File: src/rtl/pipeline_hazard_ctrl.sv
// pipeline_hazard_ctrl: per-stage enables and bubble controls for the
// five-stage MIPS core. It detects RAW hazards against EX/MEM producers
// (there is no forwarding), squashes the wrong path on taken branches and
// jumps, and sequences the SYSCALL halt / GO resume.
// Optional feature: define HAZ_PERF_CNT_EN to build the stall/flush counters.
module pipeline_hazard_ctrl (
  input  logic        clk,
  input  logic        CLR_n,
  input  logic [4:0]  rs_id,
  input  logic [4:0]  rt_id,
  input  logic        use_rs_id,
  input  logic        use_rt_id,
  input  logic        use_hilo_id,
  input  logic [4:0]  wb_ex,
  input  logic [4:0]  wb_mem,
  input  logic        regwrite_ex,
  input  logic        regwrite_mem,
  input  logic        hilo_wr_ex,
  input  logic        hilo_wr_mem,
  input  logic        jump_id,
  input  logic        branch_ex,
  input  logic        halt_req,
  input  logic        GO,
  output logic        PC_EN,
  output logic        EN1,
  output logic        EN2,
  output logic        EN3,
  output logic        EN4,
  output logic        bubble1,
  output logic        bubble2,
  output logic        halted,
  output logic [15:0] stall_cnt,
  output logic [15:0] flush_cnt
);

  typedef enum logic [1:0] {RUN, HALT, RESUME} state_t;

  state_t state_q, state_d;
  logic   go_q;
  logic   haz_rs, haz_rt, haz_hl, stall;
  logic   f_pc, f_en1, f_b1, f_b2, f_stall;
  logic   stall_hit;

  // RAW hazard detection against EX and MEM producers; $0 never hazards
  always_comb begin
    haz_rs = use_rs_id && (rs_id != 5'd0) &&
             ((regwrite_ex && (rs_id == wb_ex)) || (regwrite_mem && (rs_id == wb_mem)));
    haz_rt = use_rt_id && (rt_id != 5'd0) &&
             ((regwrite_ex && (rt_id == wb_ex)) || (regwrite_mem && (rt_id == wb_mem)));
    haz_hl = use_hilo_id && (hilo_wr_ex || hilo_wr_mem);
    stall  = haz_rs || haz_rt || haz_hl;
  end

  // Flow-control decode shared by RUN and RESUME: branch beats stall beats jump
  always_comb begin
    f_pc    = 1'b1;
    f_en1   = 1'b1;
    f_b1    = 1'b0;
    f_b2    = 1'b0;
    f_stall = 1'b0;
    if (branch_ex) begin
      f_b1 = 1'b1;
      f_b2 = 1'b1;
    end else if (stall) begin
      f_pc    = 1'b0;
      f_en1   = 1'b0;
      f_b2    = 1'b1;
      f_stall = 1'b1;
    end else if (jump_id) begin
      f_b1 = 1'b1;
    end
  end

  // Next-state and output decode; outputs forced to reset values while CLR_n is low
  always_comb begin
    state_d   = state_q;
    PC_EN     = 1'b0;
    EN1       = 1'b0;
    EN2       = 1'b0;
    EN3       = 1'b0;
    EN4       = 1'b0;
    bubble1   = 1'b0;
    bubble2   = 1'b0;
    stall_hit = 1'b0;
    unique case (state_q)
      RUN: begin
        if (halt_req) begin
          state_d = HALT;
        end else begin
          PC_EN     = f_pc;
          EN1       = f_en1;
          {EN2, EN3, EN4} = 3'b111;
          bubble1   = f_b1;
          bubble2   = f_b2;
          stall_hit = f_stall;
        end
      end
      RESUME: begin
        state_d   = RUN;
        PC_EN     = f_pc;
        EN1       = f_en1;
        {EN2, EN3, EN4} = 3'b111;
        bubble1   = f_b1;
        bubble2   = f_b2;
        stall_hit = f_stall;
      end
      HALT: begin
        if (GO && !go_q) state_d = RESUME;
      end
      default: state_d = RUN;
    endcase
    if (!CLR_n) begin
      PC_EN     = 1'b0;
      EN1       = 1'b0;
      EN2       = 1'b0;
      EN3       = 1'b0;
      EN4       = 1'b0;
      bubble1   = 1'b0;
      bubble2   = 1'b0;
      stall_hit = 1'b0;
    end
  end

  assign halted = (state_q == HALT);

  // State register and GO edge-detect flop
  always_ff @(posedge clk or negedge CLR_n) begin
    if (!CLR_n) begin
      state_q <= RUN;
      go_q    <= 1'b0;
    end else begin
      state_q <= state_d;
      go_q    <= GO;
    end
  end

`ifdef HAZ_PERF_CNT_EN
  logic [15:0] stall_cnt_q, flush_cnt_q;

  // Saturating performance counters; neither can count in HALT since
  // stall_hit and bubble1 are only raised in RUN/RESUME
  always_ff @(posedge clk or negedge CLR_n) begin
    if (!CLR_n) begin
      stall_cnt_q <= '0;
      flush_cnt_q <= '0;
    end else begin
      if (stall_hit && (stall_cnt_q != '1)) stall_cnt_q <= stall_cnt_q + 16'd1;
      if (bubble1 && (flush_cnt_q != '1)) flush_cnt_q <= flush_cnt_q + 16'd1;
    end
  end

  assign stall_cnt = stall_cnt_q;
  assign flush_cnt = flush_cnt_q;
`else
  assign stall_cnt = '0;
  assign flush_cnt = '0;
`endif

endmodule

File: config.mk
export PLATFORM = sky130hd
export DESIGN_NAME = pipeline_hazard_ctrl
export DESIGN_NICKNAME = d
export VERILOG_FILES = /design/src/rtl/pipeline_hazard_ctrl.sv
export SDC_FILE = /design/constraint.sdc
export NUM_CORES = 1
export LEC_CHECK = 0
export CAP_MARGIN = 20
export CORE_ASPECT_RATIO = 1.4
export CORE_MARGIN = 1.5
export CORE_UTILIZATION = 30
export DETAILED_ROUTE_END_ITERATION = 7
export PLACE_DENSITY = 0.83
export SLEW_MARGIN = 20
export SYNTH_ARGS = -nofsm -noshare
export SYNTH_HDL_FRONTEND = slang
export SYNTH_SLANG_ARGS = --single-unit
File: constraint.sdc
create_clock -name clk -period 3.3 [get_ports clk]
set_clock_uncertainty 0.1 [all_clocks]
set_input_delay 0.66 -clock clk [delete_from_list [all_inputs] [get_ports clk]]
set_output_delay 0.66 -clock clk [all_outputs]
set_load 0.02 [all_outputs]
==> metrics.yaml <==
setup_path:
  required_ps: 2540
  cp_max_fo: 3
  crit_family: "buffers and inverters"
  max_stage_delay_ps: 470
  crit_path_start_kind: "input pin"
  endpoint_kind: "primary output"
  path_cells: "clkdlybuf4s50_1, buf_4, xor2_1, nor4_2, a32oi_1, o21ai_2, o31ai_1, dlygate4sd1_1"
  cp_slowest_cell: "clkdlybuf4s50_1"
  critPathKind: "input pin to primary output"
  critPathArrivalTime_ps: 2480
  path_buf_inv: 3
grt:
  grt_pass1_wl_um: 2600
  antenna_found_initial: 0
  overflow: 0
  grt_pass1_vias: 656
  gr-usage-all-layers: 0.129
  grt_max_degree: 7
finish:
  layout-drive-gt1-share: 0.181
  area_growth_pct: 53.6
  antenna_cells: 0
  nNetsFinal: 172
  layout.cells.non_filler: 160
  final_util: 0.494
pwr:
  power_uw: 272
  ir_drop_v: 0.000108
  switchingPower_uw: 109
  power_density_nw_per_um2: 247
  comb_power_share: 0.599
  pwr-share-seq: 0.164
  clockPowerShare: 0.238
  swShare: 0.401
  p_leak_nw: 0.504
  power.internal_uw: 163
route:
  via_count: 673
  drc: 7
  first_pass_iters: 6
  drt-total-wl_um: 1630
  wire_per_inst_um: 10.2
  ant_nets: 0
  routed_via_density: 4.21
  drt-initial-drc-count: 23
cts:
  cts_root_buf: "clkbuf_4"
  cts_tree: "yes"
  cts_buffer_depth: 2
  clock_latency_ps: 230
  cts-hold-fix-buffers: 0
  clk_pin_slew_ps: 40
  ctsHtreeMaxLevel: 1
  numClockSinks: 3
  numCtsBuffers: 3
timing:
  finalSetupViolations: 0
  rsz0062_at_grt: "true"
  fmax_ghz: 0.309
  fin_crit_ps: 3240
  tns_ps: 0
  hold_viol: 0
  drv_slew: 0
  fin_crit_sh: 0.980
run:
  maxCapViolCount: 0
place:
  dp.cells: 156
  gp_congestion: 0.751
  numPortBuffers: 40
  dp_hpwl_um: 1460
synthesis:
  synthCells: 87
  yosys_warnings: 0
  ys_seq_area_frac: 0.105
  syn-cell-area_um2: 717
  ys_ff_latch: 3
  syn_area_per_cell_um2: 8.24
  synthDistinctLibCells: 23
min_path:
  hold_class: "flop to flop"
floorplanning:
  start_util: 0.322
  num_rows: 20
  fp.dieH_um: 60.8
  die-area_um2: 2700
  io_pins: 73
  core_um2: 2230
  die_w_um: 44.3
run_status:
  violations: "design-rule violations"
  status: "complete, but fails checks"
cell type report:
class / count / area, um^2
sequential: 3 / 75.1
fill: 227 / 1130
inverter: 2 / 7.51
clock buffer: 4 / 26.3
tap: 22 / 27.5
timing repair buffer: 51 / 470
multi-input combinational: 78 / 494
power groups by stage:
stage / sequential, mW / combinational [mW] / clock (mW)
5_1_grt: 0.0455 / 0.175 / 0.0748
2_1_floorplan: 0.0443 / 0.114 / 0
4_1_cts: 0.0446 / 0.164 / 0.0648
3_5_place_dp: 0.0450 / 0.165 / 0
3_3_place_gp: 0.0446 / 0.162 / 0
6_report: 0.0445 / 0.163 / 0.0647
placed cells by master (no fill, tap or decap), drive strengths merged:
cell type and instances:
xor2 16, conb 32, nor4 4, nor3b 1, o21ai 4, buf 11, and2 1, clkdlybuf4s50 36
nor2b 2, or4 2, o31ai 2, a21oi 1, nand2 2, nor2 1, a32oi 1, dfrtp 3
o31a 1, a311oi 1, xnor2 4, inv 2, and3 1, clkbuf 6, dlygate4sd1 2, nand3 2
kinds of logic after synthesis:
| group | synth area share |
|---|---|
| buf+inv | 0.377 |
| xor+xnor | 0.244 |
| simple gates | 0.143 |
| compound gates | 0.126 |
| flops | 0.105 |
| other cells | 0.00523 |
metrics by stage:
step,area (um^2),setup slack [ps],hold slack (ps)
after global placement,1080,-251,336
after floorplan,833,260,264
final,1100,64.4,359
after detailed placement,1080,-302,364
after CTS,1110,1.10,366
after global routing,1100,-77.5,413
worst paths after layout:
path / cells after the start / endpoint / slack [ps] / start
worst min register to register: 1 / state_q[0] / 360 / state_q[1]
max in group asynchronous: 2 / state_q[1] / 2400 / CLR_n
worst max register to register: 2 / state_q[1] / 2340 / state_q[0]
worst max-delay path: 8 / PC_EN / 60 / rt_id[2]
min in group asynchronous: 2 / state_q[0] / 600 / CLR_n
worst min-delay path: 1 / state_q[0] / 360 / state_q[1]
routing by layer:
metal / wire, um / vias to the layer above / share of wire / global-route usage
li1: - / 328 / - / -
met1: 596 / 293 / 0.37 / 0.136
met2: 813 / 52 / 0.50 / 0.246
met3: 217 / 0 / 0.13 / 0.0238
met4: 0 / 0 / 0 / 0.0519
met5: 0 / - / 0 / 0
timing repair:
item,in CTS,in global routing
setup endpoints to repair,4,4
buffers inserted,0,0
gates resized for setup,5,8
pin swaps,0,2
worst reg2reg max path, stage by stage (launching register included):
cell and delay (ps):
dfrtp_1 400, nor2b_1 160, and3_1 180
Yosys cell counts:
| cell | number | area [um^2] |
|---|---|---|
| a32oi_1 | 1 | 8.76 |
| inv_1 | 2 | 7.51 |
| o31a_1 | 1 | 8.76 |
| or4_1 | 1 | 7.51 |
| nand3_1 | 2 | 10.0 |
| nor3b_2 | 1 | 12.5 |
| conb_1 | 1 | 3.75 |
| a311oi_1 | 1 | 8.76 |
| o31ai_1 | 1 | 7.51 |
| and3_1 | 1 | 6.26 |
| o21ai_2 | 4 | 35.0 |
| buf_4 | 35 | 263 |
| nor2b_1 | 2 | 12.5 |
| a21oi_2 | 1 | 8.76 |
| dfrtp_1 | 3 | 75.1 |
| xor2_1 | 16 | 140 |
| nor4_1 | 4 | 25.0 |
| nand2_1 | 2 | 7.51 |
| o31ai_2 | 1 | 12.5 |
| xnor2_1 | 4 | 35.0 |
| or4_4 | 1 | 11.3 |
| and2_1 | 1 | 6.26 |
| nor2_1 | 1 | 3.75 |
state kept, by name (all words and copies together) (netlist names):
signal,count
state_q,2
go_q,1
No activity file was read; power rests on OpenSTA's default activity.
